$ cat src/rtl/order_uart_rx.sv
// UART order intake: 8N1 byte receiver feeding an A5/side/price/checksum packet parser.
// Optional even-parity framing (8E1) is enabled with `define ORDER_UART_RX_PARITY_EN.
module order_uart_rx #(
  parameter int CLK_HZ       = 50000000,
  parameter int BAUD         = 115200,
  parameter int TIMEOUT_BITS = 20
) (
  input  logic       clk,
  input  logic       reset,
  input  logic       uart_rxd,
  output logic [7:0] buy_price,
  output logic [7:0] sell_price,
  output logic       order_valid,
  output logic       order_side,
  output logic [7:0] err_count,
  output logic       rx_busy
);

  localparam int CPB    = CLK_HZ / BAUD;
  localparam int HALF   = CPB / 2;
  localparam int TO_CYC = TIMEOUT_BITS * CPB;
  localparam int BTW    = $clog2(CPB + 1);
  localparam int TOW    = $clog2(TO_CYC + 1);

  typedef enum logic [2:0] {
    B_IDLE, B_START, B_DATA, B_PARITY, B_STOP, B_WAIT_HI
  } bstate_t;

  typedef enum logic [1:0] {
    P_SYNC, P_SIDE, P_PRICE, P_CSUM
  } pstate_t;

  logic           rx_meta_q, rx_s_q;
  bstate_t        bst_q, bst_d;
  logic [BTW-1:0] tmr_q, tmr_d;
  logic [2:0]     idx_q, idx_d;
  logic [7:0]     sh_q, sh_d;
  logic           byte_done_q, byte_done_d;
  logic           ferr_q, ferr_d;
  logic           par_bad_q;
`ifdef ORDER_UART_RX_PARITY_EN
  logic           par_bad_d;
`endif

  pstate_t        pst_q, pst_d;
  logic           side_q, side_d;
  logic [7:0]     price_q, price_d;
  logic [TOW-1:0] to_q, to_d;
  logic           acc_q, acc_d;
  logic [7:0]     buy_q, buy_d, sell_q, sell_d;
  logic           oside_q, oside_d;
  logic           valid_q, valid_d;
  logic [7:0]     errc_q, errc_d;
  logic           err_inc;

  // Byte receiver
  always_comb begin
    bst_d       = bst_q;
    tmr_d       = tmr_q + 1'b1;
    idx_d       = idx_q;
    sh_d        = sh_q;
    byte_done_d = 1'b0;
    ferr_d      = 1'b0;
`ifdef ORDER_UART_RX_PARITY_EN
    par_bad_d   = par_bad_q;
`endif
    case (bst_q)
      B_IDLE: begin
        tmr_d = '0;
        if (!rx_s_q) bst_d = B_START;
      end
      B_START: begin
        if (tmr_q == BTW'(HALF - 1)) begin
          tmr_d = '0;
          idx_d = 3'd0;
          bst_d = rx_s_q ? B_IDLE : B_DATA;
        end
      end
      B_DATA: begin
        if (tmr_q == BTW'(CPB - 1)) begin
          tmr_d = '0;
          sh_d  = {rx_s_q, sh_q[7:1]};
          idx_d = idx_q + 3'd1;
          if (idx_q == 3'd7) begin
`ifdef ORDER_UART_RX_PARITY_EN
            bst_d = B_PARITY;
`else
            bst_d = B_STOP;
`endif
          end
        end
      end
`ifdef ORDER_UART_RX_PARITY_EN
      B_PARITY: begin
        if (tmr_q == BTW'(CPB - 1)) begin
          tmr_d     = '0;
          par_bad_d = (^sh_q) ^ rx_s_q;
          bst_d     = B_STOP;
        end
      end
`endif
      B_STOP: begin
        if (tmr_q == BTW'(CPB - 1)) begin
          tmr_d = '0;
          if (rx_s_q) begin
            // A parity failure drops the byte and reports like a framing error.
            bst_d       = B_IDLE;
            byte_done_d = !par_bad_q;
            ferr_d      = par_bad_q;
          end else begin
            bst_d  = B_WAIT_HI;
            ferr_d = 1'b1;
          end
        end
      end
      B_WAIT_HI: begin
        tmr_d = '0;
        if (rx_s_q) bst_d = B_IDLE;
      end
      default: bst_d = B_IDLE;
    endcase
  end

  // Packet parser and output registers
  always_comb begin
    pst_d   = pst_q;
    side_d  = side_q;
    price_d = price_q;
    to_d    = to_q;
    acc_d   = 1'b0;
    err_inc = 1'b0;
    buy_d   = buy_q;
    sell_d  = sell_q;
    oside_d = oside_q;
    valid_d = 1'b0;
    errc_d  = errc_q;

    if (acc_q) begin
      valid_d = 1'b1;
      oside_d = side_q;
      if (side_q) buy_d = price_q;
      else        sell_d = price_q;
    end

    if (pst_q == P_SYNC)      to_d = '0;
    else if (bst_q == B_IDLE) to_d = to_q + 1'b1;

    if (byte_done_q) begin
      to_d = '0;
      case (pst_q)
        P_SYNC:  if (sh_q == 8'hA5) pst_d = P_SIDE;
        P_SIDE: begin
          if (sh_q == 8'h42 || sh_q == 8'h53) begin
            side_d = (sh_q == 8'h42);
            pst_d  = P_PRICE;
          end else begin
            err_inc = 1'b1;
            pst_d   = P_SYNC;
          end
        end
        P_PRICE: begin
          price_d = sh_q;
          pst_d   = P_CSUM;
        end
        P_CSUM: begin
          if (sh_q == ((side_q ? 8'h42 : 8'h53) ^ price_q)) acc_d = 1'b1;
          else                                              err_inc = 1'b1;
          pst_d = P_SYNC;
        end
        default: pst_d = P_SYNC;
      endcase
    end else if (ferr_q) begin
      err_inc = 1'b1;
      pst_d   = P_SYNC;
      to_d    = '0;
    end else if (pst_q != P_SYNC && to_q >= TOW'(TO_CYC)) begin
      err_inc = 1'b1;
      pst_d   = P_SYNC;
      to_d    = '0;
    end

    if (err_inc && errc_q != 8'hFF) errc_d = errc_q + 8'd1;
  end

  always_ff @(posedge clk or posedge reset) begin
    if (reset) begin
      rx_meta_q   <= 1'b1;
      rx_s_q      <= 1'b1;
      bst_q       <= B_IDLE;
      tmr_q       <= '0;
      idx_q       <= '0;
      sh_q        <= '0;
      byte_done_q <= 1'b0;
      ferr_q      <= 1'b0;
      pst_q       <= P_SYNC;
      side_q      <= 1'b0;
      price_q     <= '0;
      to_q        <= '0;
      acc_q       <= 1'b0;
      buy_q       <= '0;
      sell_q      <= '0;
      oside_q     <= 1'b0;
      valid_q     <= 1'b0;
      errc_q      <= '0;
    end else begin
      rx_meta_q   <= uart_rxd;
      rx_s_q      <= rx_meta_q;
      bst_q       <= bst_d;
      tmr_q       <= tmr_d;
      idx_q       <= idx_d;
      sh_q        <= sh_d;
      byte_done_q <= byte_done_d;
      ferr_q      <= ferr_d;
      pst_q       <= pst_d;
      side_q      <= side_d;
      price_q     <= price_d;
      to_q        <= to_d;
      acc_q       <= acc_d;
      buy_q       <= buy_d;
      sell_q      <= sell_d;
      oside_q     <= oside_d;
      valid_q     <= valid_d;
      errc_q      <= errc_d;
    end
  end

`ifdef ORDER_UART_RX_PARITY_EN
  always_ff @(posedge clk or posedge reset) begin
    if (reset) par_bad_q <= 1'b0;
    else       par_bad_q <= par_bad_d;
  end
`else
  assign par_bad_q = 1'b0;
`endif

  assign buy_price   = buy_q;
  assign sell_price  = sell_q;
  assign order_valid = valid_q;
  assign order_side  = oside_q;
  assign err_count   = errc_q;
  assign rx_busy     = (bst_q != B_IDLE);

endmodule
$ cat config.mk
export PLATFORM = sky130hd
export DESIGN_NAME = order_uart_rx
export DESIGN_NICKNAME = d
export VERILOG_FILES = /design/src/rtl/order_uart_rx.sv
export SDC_FILE = /design/constraint.sdc
export NUM_CORES = 1
export LEC_CHECK = 0
export BUFFER_PORTS_ARGS = -buffer_cell sky130_fd_sc_hd__clkbuf_2
export CORE_MARGIN = 2
export CORE_UTILIZATION = 45
export DETAILED_ROUTE_END_ITERATION = 12
export HOLD_SLACK_MARGIN = 0.15
export PLACE_DENSITY = 0.6
export SYNTH_ARGS = -nofsm -noshare
export SYNTH_HDL_FRONTEND = slang
export SYNTH_SLANG_ARGS = --single-unit
$ cat constraint.sdc
create_clock -name clk -period 2.6 [get_ports clk]
set_input_delay 0.13 -clock clk [delete_from_list [all_inputs] [get_ports clk]]
set_output_delay 0.13 -clock clk [all_outputs]
set_load 0.05 [all_outputs]
==> results by group, run 1 <==
STA
  • RSZ-0062 raised after global routing: no
  • Final min period: ~2.1 ns
  • Fin. max-slew vios: 0
  • Fmax: between 0.4 and 0.5 GHz
  • Setup Viol. Count Final: 0
  • TNS Setup: 0 ns
  • Max-slew headroom: 60.9%
  • Final period utilization: between 80% and 90%
  • Worst-Margin Slew: 0.586 ns
  • Fin worst setup slack: 0.517 ns
  • Final Skew: 0.0104 ns
  • Final Hold Vio Count: 0

Detailed routing
  • Via count: between 2000 and 2500
  • Final ANT Viol Nets: 0
  • Number of remaining DRC errors: 0
  • First-pass iteration count of the detailed router: 4
  • Number of DRC markers in iteration 0: 120
  • DRT Wirelength: 6660 um
  • Vias/cell: approximately 5.3
  • Routed WL per cell: 14.2 um

Logic synthesis
  • Area contributors post-synth: dfrtp_1 52%, mux2_2 9.8%, xor2_1 5.2%, nor2_1 3.4%, ha_1 2.7%
  • Mapped cell area: between 0.003 and 0.004 sq mm
  • Commonest cells in the netlist: 77 x dfrtp_1, 33 x nor2_1, 32 x mux2_2, 22 x xor2_1, 16 x nand2_1
  • Simple-Gate Fraction of Synth Area: between 15 and 20%
  • Synthesis Warnings: 0
  • Top_reg_cell synth: dfrtp_1
  • Seq/Total Area, Yosys: between 50% and 60%
  • Largest family of logic cells by synthesized area: simple AND/OR/NAND/NOR gates
  • Top-area cell type share of the netlist area: 52.4%
  • Multiplexer share of the synthesized area: between 10% and 20%
  • Mapped Nets: 336
  • Xor/xnor cell area share of the yosys netlist: between 6 and 7%
  • Cells after Synth: 325
  • Area leader, netlist: dfrtp_1
  • Most common cell in the netlist: dfrtp_1
  • EDFF count, synth: 0
  • Post-synthesis register bit count: 79
  • Asr flop ratio synth: 100%
  • Cell variety after synth: 47
  • Avg Cell Area, Syn: 11.3 sq um
  • Adder-Cell Fraction of Synth Area: about 2.7%
  • Compound-Gate Fraction of Synth Area: ~7.3%

CTS
  • CTS tree: built
  • Skew-Pair Late Insertion Delay: 0.35 ns
  • Root Buffer: clkbuf_8
  • Total clock sinks: 79
  • CTS Buffer Depth: 2
  • Setup Buffers After CTS: 0
  • CTS clk-pin slew, worst paths: 0.08 ns
  • H-tree depth: 3
  • CTS Buf Count: 9

Global routing
  • Global route overflow: 0
  • GR Util All Layers: 16.9%
  • Vias in the first global route: 2534
  • Initial antenna violation count: 0
  • Largest net degree at the start of global routing: 36
  • First-pass GRT wire length: 11800 um

Critical path
  • Reg2reg path depth: 7
  • CP Launch Type: register
  • Kind of critical path: register to register
  • Critical Path RT: 2.83 ns
  • Family with the most delay on the worst path: simple AND/OR/NAND/NOR gates
  • Crit path buf inv count: 1
  • CP max-delay cell: and3_1
  • Worst stage delay on the critical path: 0.47 ns
  • Crit. End Element: register
  • Reg-to-reg slack, setup: 0.52 ns
  • R2r startpoint: tmr_q[1]
  • CP startpoint: tmr_q[1]
  • Critical-path cell list: inv_1, ha_1, nand4b_1, nor3_1, and3_1, o21ai_0, mux2_2
  • RR Endpoint: idx_q[0]
  • WP data arrival: 2.31 ns
  • CP Max Fanout: 11

Pwr
  • Pleak: between 1.5 and 2 nW
  • P per Cell Area: 518 mW/mm^2
  • Worst IR Drop VDD: 325 uV

Status
  • Status: finished clean

Place
  • Pre-CTS setup slack: between 0.5 and 0.6 ns
  • Final RePlAce weighted congestion: between 0.8 and 0.9
  • Dpl hpwl: 4800 um
  • I/O Buffers: 29

Die
  • Die area: slightly below 0.009 sq mm
  • Ports: 30
  • Row cnt: 32
  • Core area: 0.00781 sq mm
  • Die W: 94.4 um
  • Initial Util: a little under half
  • Chip Height: 94.4 um

Final layout
  • Final Net Count: 375
  • Area Overhead vs Synth: 13.5%
  • Share of cells above drive strength 1: 26.1%
  • Ant. Diodes: 0

Min path
  • Worst Hold Class: input pin to async pin

Job
  • Max Cap Viol: 0
[metrics by stage]
stage / instance area, sq um / std cells / total power, mW / hold slack (ns) / utilization [%]
after global placement: 3960 / 453 / 1.29 / 0.196 / 50.7
after global routing: 4170 / 470 / 2.26 / 0.359 / 53.4
after floorplan: 3680 / 325 / 1.27 / 0.134 / -
after detailed placement: 3960 / 453 / 1.29 / 0.201 / 50.7
after CTS: 4170 / 470 / 2.20 / 0.359 / 53.4
final: 4170 / 470 / 2.16 / 0.355 / 53.4
[worst max path at each step]
stage,to,slack [ns],cells past startpoint
floorplan,acc_q,0.45,1
global placement,err_count[1],0.55,6
detailed placement,idx_q[0],0.52,7
CTS,idx_q[0],0.49,7
global route,idx_q[0],0.33,7
finish,idx_q[0],0.52,7
[area by class of cell]
type / count / area, sq um
Sequential cell: 79 / 1980
Multi-Input combinational cell: 225 / 1610
Clock buffer: 9 / 124
Timing Repair Buffer: 37 / 210
Inverter: 12 / 46.3
Clock inverter: 6 / 70.1
Fill cell: 717 / 3640
Tap cell: 102 / 128
[tightest hold or removal path: stages]
cell           delay [ns]
dlygate4sd3_1        0.53
clkbuf_2             0.11
clkinv_2             0.39
[cells by family after synthesis]
| group | after synthesis |
|---|---|
| fa+ha+maj | 8 |
| mux | 33 |
| simple gates | 115 |
| buf+inv | 21 |
| flops | 79 |
| xor+xnor | 29 |
| compound gates | 40 |
[flip-flops by register name, indices dropped and copies added (netlist names), 2 cells and up]
name	count
bst_q	3
buy_price	8
err_count	8
idx_q	3
price_q	8
pst_q	2
sell_price	8
sh_q	8
tmr_q	9
to_q	14
[where the power goes]
part | leakage, nW | switching, mW | internal (mW)
clock | 0.0883 | 0.455 | 0.445
combinational | 0.805 | 0.0248 | 0.00638
sequential | 1.08 | 0.00148 | 1.23
[what timing repair did]
item                                   CTS  global route
hold buffers                             2             0
resized for setup                        0             0
endpoints found under the hold margin   33             0
[metal layers]
layer  global-route usage [%]  wire length (um)  part of all wire, %  vias to the layer above
li1                         -                 -                    -                     1217
met1                     23.5              3290                   49                     1249
met2                     25.8              3140                   47                       25
met3                     3.35               170                  2.6                        6
met4                     7.61                53                 0.80                        0
met5                        0                 0                    0                        -
[placed cells by master, fill, tap and decap left out, types with 9 or more instances in the layout]
cell type  instances
a21oi_1           10
inv_1             11
mux2_2            32
xor2_1            22
nand4_1            9
clkbuf_2          29
clkbuf_8           9
dfrtp_1           77
o21ai_0           14
nand2_1           16
nor2_1            33
nand3_1           14
No activity file was read; power rests on OpenSTA's default activity.
==> inputs of run 2 (changes only) <==
==> constraint.sdc (replaced) <==
create_clock -name clk -period 2.1 [get_ports clk]
set_input_delay 0.105 -clock clk [delete_from_list [all_inputs] [get_ports clk]]
set_output_delay 0.105 -clock clk [all_outputs]
set_load 0.05 [all_outputs]
==> run 2 against run 1 <==
Combinational power is 35% higher. Via count down 0.96%. Clock-buffer cell count up 1. Clock skew shrank 0.0047 ns. Total power increased by 28%. Register-to-register slack got worse by 0.39 ns. Non-clock buffer count is 9 higher. Sequential power grew 24%. First-iteration DRC count is 31% lower. Worst setup slack got worse by 0.39 ns. Final cell count grew 2.1%.
==> results by group, run 2 (synthesized netlist as in run 1, its figures left out) <==
STA
  • Fin. max-slew vios: 0 (unchanged)
  • Max-slew headroom: 68.6% (+7.7 points)
  • Setup Viol. Count Final: 0 (unchanged)
  • Final Skew: 0.00567 ns (-0.00473 ns)
  • Final period utilization: 93.9% (+14 points)
  • Final min period: 1.97 ns (-0.110 ns)
  • Worst-Margin Slew: 0.467 ns (-0.119 ns)
  • TNS Setup: 0 ns (unchanged)
  • Worst Hold Slack: 0.241 ns (-0.114 ns)
  • RSZ-0062 raised after global routing: no
  • Final Hold Vio Count: 0 (unchanged)
  • Fmax: 0.507 GHz (+5.6%)
  • Fin worst setup slack: 0.127 ns (-0.390 ns)

Final layout
  • Reg with most FFs: to_q
  • Final Net Count: 384 (+2.4%)
  • Ant. Diodes: 0 (unchanged)
  • Multi-input gate area: 0.00163 sq mm (+0.70%)
  • Most frequent cells in the layout: 77 x dfrtp_1, 33 x nor2_1, 32 x mux2_2
  • Design Area, Final: 0.00430 sq mm (+3.0%)
  • Non-Filler Instances: 480 (+2.1%)
  • Top Registers: to_q: 14 flops, tmr_q: 9 flops
  • Share of cells above drive strength 1: 28.8% (+2.7 points)
  • Area Overhead vs Synth: 16.9%
  • Max FFs per register: 14 (unchanged)
  • Reg area: 0.00198 sq mm (unchanged)
  • Fill count: 696 (-2.9%)
  • Most common cell after layout, fill and taps aside: dfrtp_1

Critical path
  • WP data arrival: 2.21 ns (-0.10 ns)
  • CP Max Fanout: 8 (-3)
  • Critical Path RT: 2.33 ns (-0.50 ns)
  • Kind of critical path: register to register
  • CP Launch Type: register
  • Reg2reg path depth: 7 (unchanged)
  • Crit. End Element: register

Detailed routing
  • Via count: 2473 (-0.96%)
  • Number of remaining DRC errors: 0 (unchanged)
  • Routed WL per cell: 13.8 um (-2.7%)
  • DRT Wirelength: 6610 um (-0.66%)
  • Vias/cell: 5.15 (-3.0%)
  • Number of DRC markers in iteration 0: 83 (-31%)
  • Final ANT Viol Nets: 0 (unchanged)
  • First-pass iteration count of the detailed router: 4 (unchanged)

Place
  • Pre-CTS setup slack: 0.0191 ns (-0.501 ns)
  • Number of cells after detailed placement: 460 (+1.5%)
  • Placed cell area: 0.00404 sq mm (+2.0%)
  • Final RePlAce weighted congestion: 0.806 (-3.2%)
  • Dpl hpwl: 4650 um (-3.2%)
  • I/O Buffers: 29 (unchanged)

CTS
  • Skew-Pair Late Insertion Delay: 0.35 ns (about the same)
  • CTS tree: built
  • CTS Buffer Depth: 2 (unchanged)
  • Root Buffer: clkbuf_8
  • CTS clk-pin slew, worst paths: 0.08 ns (about the same)
  • H-tree depth: 3 (unchanged)
  • Total clock sinks: 79 (unchanged)
  • CTS Buf Count: 9 (unchanged)

Die
  • Chip Height: 94.4 um (unchanged)
  • Die W: 94.4 um (unchanged)
  • Row cnt: 32 (unchanged)
  • Ports: 30 (unchanged)
  • Initial Util: 47.1% (unchanged)
  • Core area: 0.00781 sq mm (unchanged)
  • Die area: 0.00891 sq mm (unchanged)

Min path
  • Worst Hold Class: input pin to async pin

Global routing
  • Vias in the first global route: 2483 (-2.0%)
  • First-pass GRT wire length: 11800 um (+0.41%)
  • GR Util All Layers: 17.0% (+0.092 points)
  • Largest net degree at the start of global routing: 41 (+14%)
  • Global route overflow: 0 (unchanged)
  • Initial antenna violation count: 0 (unchanged)

Pwr
  • Pleak: 2.04 nW (+3.4%)
  • P per Cell Area: 645 mW/mm^2 (+24%)
  • Worst IR Drop VDD: 384 uV (+18%)

Job
  • Max Cap Viol: 0 (unchanged)

Status
  • Status: finished clean
## run 2: cell types whose count changed in the layout (fill, tap and decap cells not counted), sizes merged
cell    previous run  this run
buf                6        15
bufinv             1         2
clkbuf            38        39
clkinv             1         2
inv               13        11
## run 2: critical path: stages, from the launching register on
cell and delay [ns]:
dfrtp_1 0.49, nand2b_1 0.20, and3_1 0.18, o21ai_1 0.29
a211oi_4 0.13, buf_4 0.16, nor2_2 0.09, mux2_2 0.33
## run 2: per-stage QoR
| stage | utilization, % | power, mW |
|---|---|---|
| after floorplan | - | 1.58 |
| after global placement | 51.7 | 1.60 |
| after detailed placement | 51.7 | 1.60 |
| after CTS | 54.7 | 2.82 |
| after global routing | 55.0 | 2.88 |
| final | 55.0 | 2.77 |
## run 2: layout make-up
type                    count  area share [%]
clock buffers              10            2.97
clock inverters             6            1.98
inverters                  12            1.14
multi-input cells         225            37.8
flip-flops and latches     79            46.1
well taps                 102            2.97
repair buffers             46            7.05
## run 2: where the power goes
part	switching, mW	internal (mW)	total [mW]
logic	0.0314	0.0107	0.0421
registers	0.00200	1.52	1.53
clock network	0.538	0.665	1.20
## run 2: routing by layer
metal | up-vias | share of wire [%] | track usage [%] | routed length [um]
li1 | 1231 | - | - | -
met4 | 0 | 1.2 | 5.07 | 82
met1 | 1210 | 49 | 23.1 | 3250
met2 | 25 | 47 | 26.6 | 3100
met3 | 7 | 2.8 | 5.03 | 185
met5 | - | 0 | 0 | 0
## run 2: final timing paths
| path | from | to | slack [ns] |
|---|---|---|---|
| min in group clk | rx_meta_q | rx_s_q | 0.36 |
| setup / recovery | sh_q[4] | err_count[6] | 0.13 |
| hold reg to reg | rx_meta_q | rx_s_q | 0.36 |
| setup reg to reg | sh_q[4] | err_count[6] | 0.13 |
| max in group asynchronous | reset | rx_s_q | 1.31 |
| hold / removal | reset | sell_price[0] | 0.24 |
## run 2: timing repair
action / in CTS / in global routing
resized for setup: 0 / 5
endpoints found under the hold margin: 78 / 0
buffers inserted: 0 / 2
endpoints found under the setup margin: 1 / 7
pin swaps: 1 / 1
hold buffers: 2 / 0
